===== config.mk =====
export PLATFORM = sky130hd
export DESIGN_NAME = if_fetch_controller_flat
export DESIGN_NICKNAME = d
export VERILOG_FILES = /design/src/rtl/if_fetch_controller_pkg.sv /design/src/rtl/if_fetch_controller_if.sv /design/src/rtl/if_fetch_controller_wait_counter.sv /design/src/rtl/if_fetch_controller.sv /design/src/flat_wrapper.sv
export SDC_FILE = /design/constraint.sdc
export NUM_CORES = 1
export LEC_CHECK = 0
export CAP_MARGIN = 5
export CORE_MARGIN = 4
export CORE_UTILIZATION = 37
export CTS_BUF_LIST = sky130_fd_sc_hd__clkbuf_8
export CTS_CLUSTER_DIAMETER = 120
export CTS_CLUSTER_SIZE = 25
export DETAILED_ROUTE_END_ITERATION = 16
export HOLD_SLACK_MARGIN = 0.12
export PLACE_DENSITY = 0.83
export SLEW_MARGIN = 15
export SYNTH_ARGS = -nofsm -noshare
export SYNTH_HDL_FRONTEND = slang
export SYNTH_SLANG_ARGS = --single-unit

===== constraint.sdc =====
create_clock -name clk -period 1.4 [get_ports clk]
set_input_delay 0.21 -clock clk [delete_from_list [all_inputs] [get_ports clk]]
set_output_delay 0.21 -clock clk [all_outputs]
set_load 0.01 [all_outputs]

===== src/rtl/if_fetch_controller_pkg.sv =====
// Shared definitions for the IF fetch controller slice.
//   fetch_state_t    : FSM state encoding (3-bit)
//   ADDR_W_DEFAULT   : default PC / branch / memory address width
//   MAX_WAIT_DEFAULT : default imem wait cycles before timeout_err is raised
package if_fetch_controller_pkg;

    localparam int unsigned ADDR_W_DEFAULT   = 32;
    localparam int unsigned MAX_WAIT_DEFAULT = 15;

    typedef enum logic [2:0] {
        IDLE = 3'd0,
        REQ  = 3'd1,
        WAIT = 3'd2,
        DROP = 3'd3,
        HOLD = 3'd4
    } fetch_state_t;

endpackage


===== src/rtl/if_fetch_controller_if.sv =====
// Instruction memory request/response port.
//   imem_req   : fetch request pulse (controller -> memory)
//   imem_addr  : fetch address, held until the next request
//   imem_ready : one-cycle response-valid pulse (memory -> controller)
// master = fetch controller side, slave = instruction memory side.
interface if_fetch_controller_if
    import if_fetch_controller_pkg::*;
#(
    parameter int unsigned ADDR_W = ADDR_W_DEFAULT
);

    logic              imem_req;
    logic [ADDR_W-1:0] imem_addr;
    logic              imem_ready;

    modport master (
        output imem_req,
        output imem_addr,
        input  imem_ready
    );

    modport slave (
        input  imem_req,
        input  imem_addr,
        output imem_ready
    );

endinterface


===== src/rtl/if_fetch_controller_wait_counter.sv =====
// Saturating wait-cycle counter for the fetch controller.
//   clk, rst : clock, asynchronous active-low reset
//   clr      : synchronous clear (takes priority over en)
//   en       : count one cycle; holds at MAX once reached
//   terminal : count == MAX
module wait_counter
    import if_fetch_controller_pkg::*;
#(
    parameter int unsigned MAX = MAX_WAIT_DEFAULT
) (
    input  logic clk,
    input  logic rst,
    input  logic clr,
    input  logic en,
    output logic terminal
);

    localparam int unsigned W = (MAX > 0) ? $clog2(MAX + 1) : 1;
    localparam logic [W-1:0] MAX_C = W'(MAX);

    logic [W-1:0] cnt;

    always_ff @(posedge clk or negedge rst) begin
        if (!rst) begin
            cnt <= '0;
        end else if (clr) begin
            cnt <= '0;
        end else if (en && (cnt != MAX_C)) begin
            cnt <= cnt + W'(1);
        end
    end

    assign terminal = (cnt == MAX_C);

endmodule


===== src/rtl/if_fetch_controller.sv =====
// IF-stage fetch sequencer for a multi-cycle instruction memory.
//   clk, rst          : clock, asynchronous active-low reset
//   pc_in             : current PC from IF_Stage
//   hazard            : ID-stage hazard, stall fetch
//   mem_stall         : MEM stage not ready, whole pipeline frozen
//   branch_taken      : EXE branch resolved taken
//   branch_address    : EXE branch target
//   imem              : instruction memory port (master side)
//   pc_freeze         : hold PC in IF_Stage
//   if_branch_taken   : IF_Stage loads branch target
//   if_branch_address : branch target passed through to IF_Stage
//   flush             : flush IF/ID and ID/EX
//   fetch_valid       : instruction accepted into IF/ID this cycle
//   timeout_err       : sticky imem timeout flag
// Priority is mem_stall > branch_taken > hazard.
module if_fetch_controller
    import if_fetch_controller_pkg::*;
#(
    parameter int unsigned ADDR_W   = ADDR_W_DEFAULT,
    parameter int unsigned MAX_WAIT = MAX_WAIT_DEFAULT
) (
    input  logic                  clk,
    input  logic                  rst,
    input  logic [ADDR_W-1:0]     pc_in,
    input  logic                  hazard,
    input  logic                  mem_stall,
    input  logic                  branch_taken,
    input  logic [ADDR_W-1:0]     branch_address,
    if_fetch_controller_if.master imem,
    output logic                  pc_freeze,
    output logic                  if_branch_taken,
    output logic [ADDR_W-1:0]     if_branch_address,
    output logic                  flush,
    output logic                  fetch_valid,
    output logic                  timeout_err
);

    fetch_state_t state;
    logic         accept_br;
    logic         fv;
    logic         wc_terminal;
    logic         tmo_q;

    // Mealy outputs. A branch seen under mem_stall is ignored; EXE re-presents it.
    always_comb begin
        accept_br = branch_taken && !mem_stall && (state != IDLE);
        fv        = 1'b0;
        case (state)
            WAIT:    fv = imem.imem_ready && !mem_stall && !hazard && !branch_taken;
            HOLD:    fv = !mem_stall && !hazard && !branch_taken;
            default: fv = 1'b0;
        endcase
    end

    assign fetch_valid       = fv;
    assign if_branch_taken   = accept_br;
    assign flush             = accept_br;
    assign pc_freeze         = !(accept_br || fv);
    assign if_branch_address = branch_address;

    // imem_req/imem_addr are registered from the REQ state, so the request
    // appears the cycle after REQ with pc_in sampled once the PC has settled.
    always_ff @(posedge clk or negedge rst) begin
        if (!rst) begin
            state          <= IDLE;
            imem.imem_req  <= 1'b0;
            imem.imem_addr <= '0;
            tmo_q          <= 1'b0;
        end else begin
            imem.imem_req <= (state == REQ);
            if (state == REQ) begin
                imem.imem_addr <= pc_in;
            end
            if (wc_terminal) begin
                tmo_q <= 1'b1;
            end
            case (state)
                IDLE: state <= REQ;
                REQ:  state <= accept_br ? DROP : WAIT;
                WAIT: begin
                    if (accept_br) begin
                        state <= imem.imem_ready ? REQ : DROP;
                    end else if (imem.imem_ready) begin
                        state <= fv ? REQ : HOLD;
                    end
                end
                DROP: begin
                    if (imem.imem_ready) begin
                        state <= REQ;
                    end
                end
                HOLD: begin
                    if (accept_br || fv) begin
                        state <= REQ;
                    end
                end
                default: state <= IDLE;
            endcase
        end
    end

    wait_counter #(
        .MAX (MAX_WAIT)
    ) u_wait_counter (
        .clk      (clk),
        .rst      (rst),
        .clr      (state == REQ),
        .en       ((state == WAIT) || (state == DROP)),
        .terminal (wc_terminal)
    );

    // Terminal is OR-ed in so the flag rises in the same cycle the count
    // reaches MAX_WAIT; tmo_q keeps it after the counter is cleared.
    assign timeout_err = tmo_q || wc_terminal;

endmodule


===== src/flat_wrapper.sv =====
// flat-port wrapper written by rule: the top's interface ports become plain ports
module if_fetch_controller_flat import if_fetch_controller_pkg::*;
#(
    parameter int unsigned ADDR_W   = ADDR_W_DEFAULT,
    parameter int unsigned MAX_WAIT = MAX_WAIT_DEFAULT
)
  (clk, rst, pc_in, hazard, mem_stall, branch_taken, branch_address, pc_freeze, if_branch_taken, if_branch_address, flush, fetch_valid, timeout_err, imem_imem_req, imem_imem_addr, imem_imem_ready);
  if_fetch_controller_if #(.ADDR_W(ADDR_W)) imem_i ();
  input  logic clk;
  input  logic rst;
  input  logic [ADDR_W-1:0] pc_in;
  input  logic hazard;
  input  logic mem_stall;
  input  logic branch_taken;
  input  logic [ADDR_W-1:0] branch_address;
  output logic pc_freeze;
  output logic if_branch_taken;
  output logic [ADDR_W-1:0] if_branch_address;
  output logic flush;
  output logic fetch_valid;
  output logic timeout_err;
  output wire logic [$bits(imem_i.imem_req)-1:0] imem_imem_req;
  output wire logic [$bits(imem_i.imem_addr)-1:0] imem_imem_addr;
  input wire logic [$bits(imem_i.imem_ready)-1:0] imem_imem_ready;
  assign imem_imem_req = imem_i.imem_req;
  assign imem_imem_addr = imem_i.imem_addr;
  assign imem_i.imem_ready = imem_imem_ready;
  if_fetch_controller #(.ADDR_W(ADDR_W), .MAX_WAIT(MAX_WAIT)) u_core (.clk(clk), .rst(rst), .pc_in(pc_in), .hazard(hazard), .mem_stall(mem_stall), .branch_taken(branch_taken), .branch_address(branch_address), .imem(imem_i), .pc_freeze(pc_freeze), .if_branch_taken(if_branch_taken), .if_branch_address(if_branch_address), .flush(flush), .fetch_valid(fetch_valid), .timeout_err(timeout_err));
endmodule

Yosys cells after proc, flatten, opt, wreduce, memory -nomap -nowiden
Index checks and enable logic that the tools add are counted.
{"block": "word_totals", "inputBits": 70, "out_inout_bits": 70, "regBits": 41, "wordCells": 45}
{"block": "op_classes", "n_reduce_logical": 19, "eq_ne": 9, "muxes": 11, "add_sub_neg": 1}
{"op": "$mux 3", "count": 5}
{"op": "$pmux 3 s5", "count": 1}
{"op": "$logic_and 1x1->1", "count": 8}
{"op": "$mux 4", "count": 2}
{"op": "$eq 3x2->1 const B", "count": 2}
{"op": "$add 4x1->4 const B", "count": 1}
{"op": "$eq 4x4->1 const B", "count": 1}
{"op": "$logic_not 1->1", "count": 4}
{"op": "$ne 4x4->1 const B", "count": 1}
{"op": "$eq 3x1->1 const B", "count": 1}
{"op": "$eq 3x3->1 const B", "count": 1}
{"op": "$logic_not 3->1", "count": 1}
{"op": "$logic_or 1x1->1", "count": 3}
{"op": "$ne 3x2->1 const B", "count": 1}
{"op": "$reduce_and 3->1", "count": 1}
{"op": "$reduce_bool 3->1", "count": 1}
{"op": "$mux 2", "count": 1}
{"op": "$ne 2x1->1 const B", "count": 1}
{"op": "$ne 2x2->1 const B", "count": 1}
{"op": "$pmux 1 s2", "count": 1}
{"op": "$reduce_bool 2->1", "count": 1}
{"op": "$mux 1", "count": 1}

Longest topological paths before layout
{"block": "depth", "word_depth": 9, "depth_mapped": 4, "mapped_depth_nobuf": 4}

Hierarchy
From an unflattened synthesis, not the netlist that was laid out.
{"block": "hier_totals", "cells_unflattened": 155, "hier_area_um2": 2139.6}
{"mod": "if_fetch_controller", "seq_area_each_um2": 925.9, "area_each_um2": 1910.6, "instances": 1, "cells_per_inst": 135}
{"mod": "wait_counter", "seq_area_each_um2": 100.1, "area_each_um2": 229.0, "instances": 1, "cells_per_inst": 20}

Worst setup path after synthesis
No wires, ideal clock.
{"block": "synth_path", "path_kind": "register to output", "startpoint": "register u_core.state[1]", "endpoint": "output port pc_freeze", "required_ps": 1190, "n_path_buf": 1, "slack_ps": 14, "stages_incl_launch_ff": 5, "arrival_ps": 1176, "cell_sequence": "dfrtp_1 -> buf_2 -> nor2_1 -> a211oi_2 -> o21ba_1"}
{"block": "synth_between", "elab_chain_len": 4, "elab_cells_between_ends": 7, "cone_classes": "2 x eq/ne; 1 x mux; 4 x reduce/logical"}
{"item": "from (decl)", "line": "if_fetch_controller.sv:38", "rtl": "fetch_state_t state;"}
{"item": "from (signal assigned)", "line": "if_fetch_controller.sv:79", "rtl": "REQ: state <= accept_br ? DROP : WAIT;"}
{"item": "from (signal assigned)", "line": "if_fetch_controller.sv:82", "rtl": "state <= imem.imem_ready ? REQ : DROP;"}
{"item": "from (signal assigned)", "line": "if_fetch_controller.sv:84", "rtl": "state <= fv ? REQ : HOLD;"}
{"item": "$reduce_bool 3->1", "line": "if_fetch_controller.sv:46", "rtl": "accept_br = branch_taken && !mem_stall && (state != IDLE);"}
{"item": "$logic_and 1x1->1", "line": "if_fetch_controller.sv:46"}
{"item": "via flush", "line": "flat_wrapper.sv:19", "rtl": "output logic flush;"}
{"item": "$logic_or 1x1->1", "line": "if_fetch_controller.sv:58", "rtl": "assign pc_freeze = !(accept_br || fv);"}
{"item": "$logic_not 1->1", "line": "if_fetch_controller.sv:58"}
{"item": "to (decl)", "line": "flat_wrapper.sv:16", "rtl": "output logic pc_freeze;"}
The timed path passes the listed nets, and every way through them passes these cells.

Worst setup path after layout
{"block": "layout_path", "startpoint": "register u_core.state[0]", "endpoint": "output port pc_freeze"}
{"block": "layout_between", "elab_chain_len": 4, "elab_cells_between_ends": 7, "cone_classes": "2 x eq/ne; 1 x mux; 4 x reduce/logical"}
{"item": "$eq 3x3->1, or another cell as far along", "line": "if_fetch_controller.sv:48", "rtl": "case (state)"}
{"item": "$pmux 1 s2 / $logic_and 1x1->1 (equally long branches)", "line": "if_fetch_controller.sv:48, if_fetch_controller.sv:46"}
{"item": "$logic_or 1x1->1 *", "line": "if_fetch_controller.sv:58"}
{"item": "$logic_not 1->1 *", "line": "if_fetch_controller.sv:58"}
Mark *: on every way between the ends. The rest lies on a longest branch, timed or not.

==> impl_results.md <==
* Status: finished with violations
* Violated checks: setup timing
* GRT Resource Usage Total at 13.6%
* Critical path data required time at 1.19 ns
* Initial Util at 38.2%
* ANT cells at 0
* Fin nets at 310
* Max_cap viols at 0
* Area after DPL at 0.00285 mm^2
* CTS Buf Count at 5
* Slew Limit Fails at 0
* R2R Setup Slk at -0.17 ns
* XOR/XNOR Fraction of Synth Area at 0%
* H-tree Lvls at 2
* Avg Vias per Cell at 4.65
* Period utilization at 118%
* Port Buffers at 75
* Mapped Area at 0.00211 mm^2
* Reg2Reg Depth at 6
* Die footprint at 0.00696 mm^2
* GP Congestion at 0.801
* Syn Inst Count at 159
* # IOs at 140
* Final instance area at 0.00318 mm^2
* Number of global-route vias before repair at 1,473
* Remaining global-route overflow at 0
* Biggest fanout along the worst timing path at 4
* Wire per inst at 15.3 um
* Row cnt at 27
* Leakage at 0.00154 uW
* Final WS setup at -0.252 ns
* Clock Skews at 0.00968 ns
* CP endpoint kind: output pin
* Area share of and/or/nand/nor cells after synthesis at 9.51%
* Core area at 0.00551 mm^2
* Post-synth top area cell: dfrtp_1
* Largest family of logic cells by synthesized area: multiplexers
* Worst EP arrival at 1.44 ns
* Global-route wire length before repair at 7600 um
* Die Ht at 83.4 um
* Fmax at 605 MHz
* YS warnings at 0
* Later-pin clock latency in the skew report at 0.29 ns
* Max Root-Sink Buffers at 2
* Layout Utilization at 57.8%
* Share of the synthesized area in the top cell type at 48.7%
* Top post-synthesis cells by count: dfrtp_1, buf_4, mux2_4
* Initial DRT Pass Iterations at 4
* Hold endpoint: u_core.state[2]$_DFFE_PN0P_
* Initial antenna violation count at 0
* CTS Sinks at 41
* HP Start: branch_taken
* Hold Violations, Final at 0
* TritonCTS clock tree: built
* Largest net degree at the start of global routing at 29
* Post-Synth Adder-Cell Area at 0.594%
* Min Tclk post-route at 1.65 ns
* Final setup violation count at 38
* Mapped Avg Cell Area at 13.2 um^2
* Sequential fraction of the synthesis area at 48.7%
* Cell with the most instances after synthesis: dfrtp_1
* Area Growth Syn to Fin at 51.1%
* Hold Crit Class: input port to register
* Hold Path Depth at 5
* Post-synth cell types at 32
* Multiplexer share of the synthesized area at 22.1%
* Yosys reg bits at 41
* Final HPWL DP at 3430 um
* Routed WL at 4760 um
* Pwr dens at 2270 mW/mm^2
* Compound-Gate Fraction of Synth Area at 4.34%
* Worst r2r src: u_core.state[1]$_DFFE_PN0P_
* Unrepaired setup endpoints after global routing: true
* Top FF cell, synth: dfrtp_1
* Largest cells by area after synthesis: dfrtp_1, mux2_4, buf_4
* Slew @ Worst Pin at 0.355 ns
* Post-synth EDFFs at 0
* Worst r2r dst: u_core.imem.imem_addr[26]$_DFFE_PN0P_
* Die Wd at 83.4 um
* Remaining antenna violation count at 0
* Crit start category: register
* Initial DRC count at 22
* Crit Path Class: register to output pin
* Layout cells sized above 1 at 38.8%
* Worst vdd ir at 0.000921 V
* DRC Markers at 0
* Vias at 1,450
* Slew HR at 76.4%
* Synthesized net count at 230
* Root buffer cell: clkbuf_8
* Post-synth ARST share at 100%
* Clk pin slew, worst setup/hold paths at 0.08 ns
[cell usage in the layout (no fill, tap or decap), drive strengths merged, types with 3 or more instances in the layout]
cell / instances
dfrtp: 41
buf: 40
clkdlybuf4s50: 34
mux2: 32
dlygate4sd2: 28
dlymetal6s2s: 7
clkbuf: 6
nand3: 5
nor2: 5
nand2b: 5
nor3: 4
a21oi: 4
o21ai: 3
inv: 3
[registers in the layout (all words and copies together) (netlist names)]
signal	count
u_core.state	3
u_core.imem.imem_req	1
u_core.tmo_q	1
u_core.u_wait_counter.cnt	4
u_core.imem.imem_addr	32
[area by class of cell]
| class | instances | area, um^2 |
|---|---|---|
| fill | 454 | 2320 |
| timing repair buffer | 111 | 1110 |
| sequential | 41 | 1030 |
| multi-input combinational | 78 | 812 |
| tap | 72 | 90.1 |
| clock buffer | 5 | 68.8 |
| clock inverter | 3 | 68.8 |
| inverter | 2 | 7.51 |
[stage by stage]
step	TNS, ns	hold slack (ns)	power, uW	setup WS, ns	std cells
2_1_floorplan	0	-0.0856	4220	0.0141	159
5_1_grt	-6.36	0.402	7670	-0.311	312
3_3_place_gp	-4.57	0.139	5670	-0.624	293
6_report	-4.78	0.344	7230	-0.252	312
4_1_cts	-4.90	0.370	7150	-0.278	310
3_5_place_dp	-5.33	0.141	5780	-0.660	293
[power by group]
part	internal, uW	leakage (uW)	switching (uW)	total, uW
logic	2570	0.000980	1470	4040
clock network	718	0.0000687	404	1120
registers	1760	0.000490	308	2070
total	5050	0.00154	2180	7230
[worst max-delay path, stage by stage (launching register included)]
cell and delay (ns):
dfrtp_1 0.42, or4_4 0.43, o21ba_1 0.17, buf_2 0.13
[how the worst max path moves through the flow]
| stage | from | to | cells past startpoint |
|---|---|---|---|
| 3_3_place_gp | mem_stall | fetch_valid | 4 |
| 2_1_floorplan | u_core.state[1]$_DFFE_PN0P_ | pc_freeze | 4 |
| 4_1_cts | u_core.state[0]$_DFFE_PN0P_ | pc_freeze | 3 |
| 5_1_grt | u_core.state[0]$_DFFE_PN0P_ | pc_freeze | 3 |
| 6_report | u_core.state[0]$_DFFE_PN0P_ | pc_freeze | 3 |
| 3_5_place_dp | mem_stall | fetch_valid | 4 |
[repair_timing]
action / CTS / global route
hold buffers: 1 / 0
hold endpoints to repair: 13 / 0
cloned: 2 / 1
setup endpoints to repair: 62 / 45
pin swaps: 3 / 6
resized for setup: 68 / 12
setup buffers: 6 / 3
[kinds of logic (layout without fill, tap and decap cells)]
logic type / Yosys count / count (layout)
AOI/OAI and AO/OA: 13 / 13
adders and majority gates: 1 / 1
buffers and inverters: 40 / 121
DFF: 41 / 41
muxes: 32 / 32
and+or+nand+nor: 32 / 32
[per-layer routing]
layer | up-vias | track usage (%) | wire length (um)
met3 | 12 | 4.66 | 393
met4 | 0 | 5.12 | 86
met1 | 687 | 16.5 | 2040
met5 | - | 0 | 0
met2 | 73 | 22.2 | 2250
li1 | 678 | - | -
(Power assumes the default switching activity.)
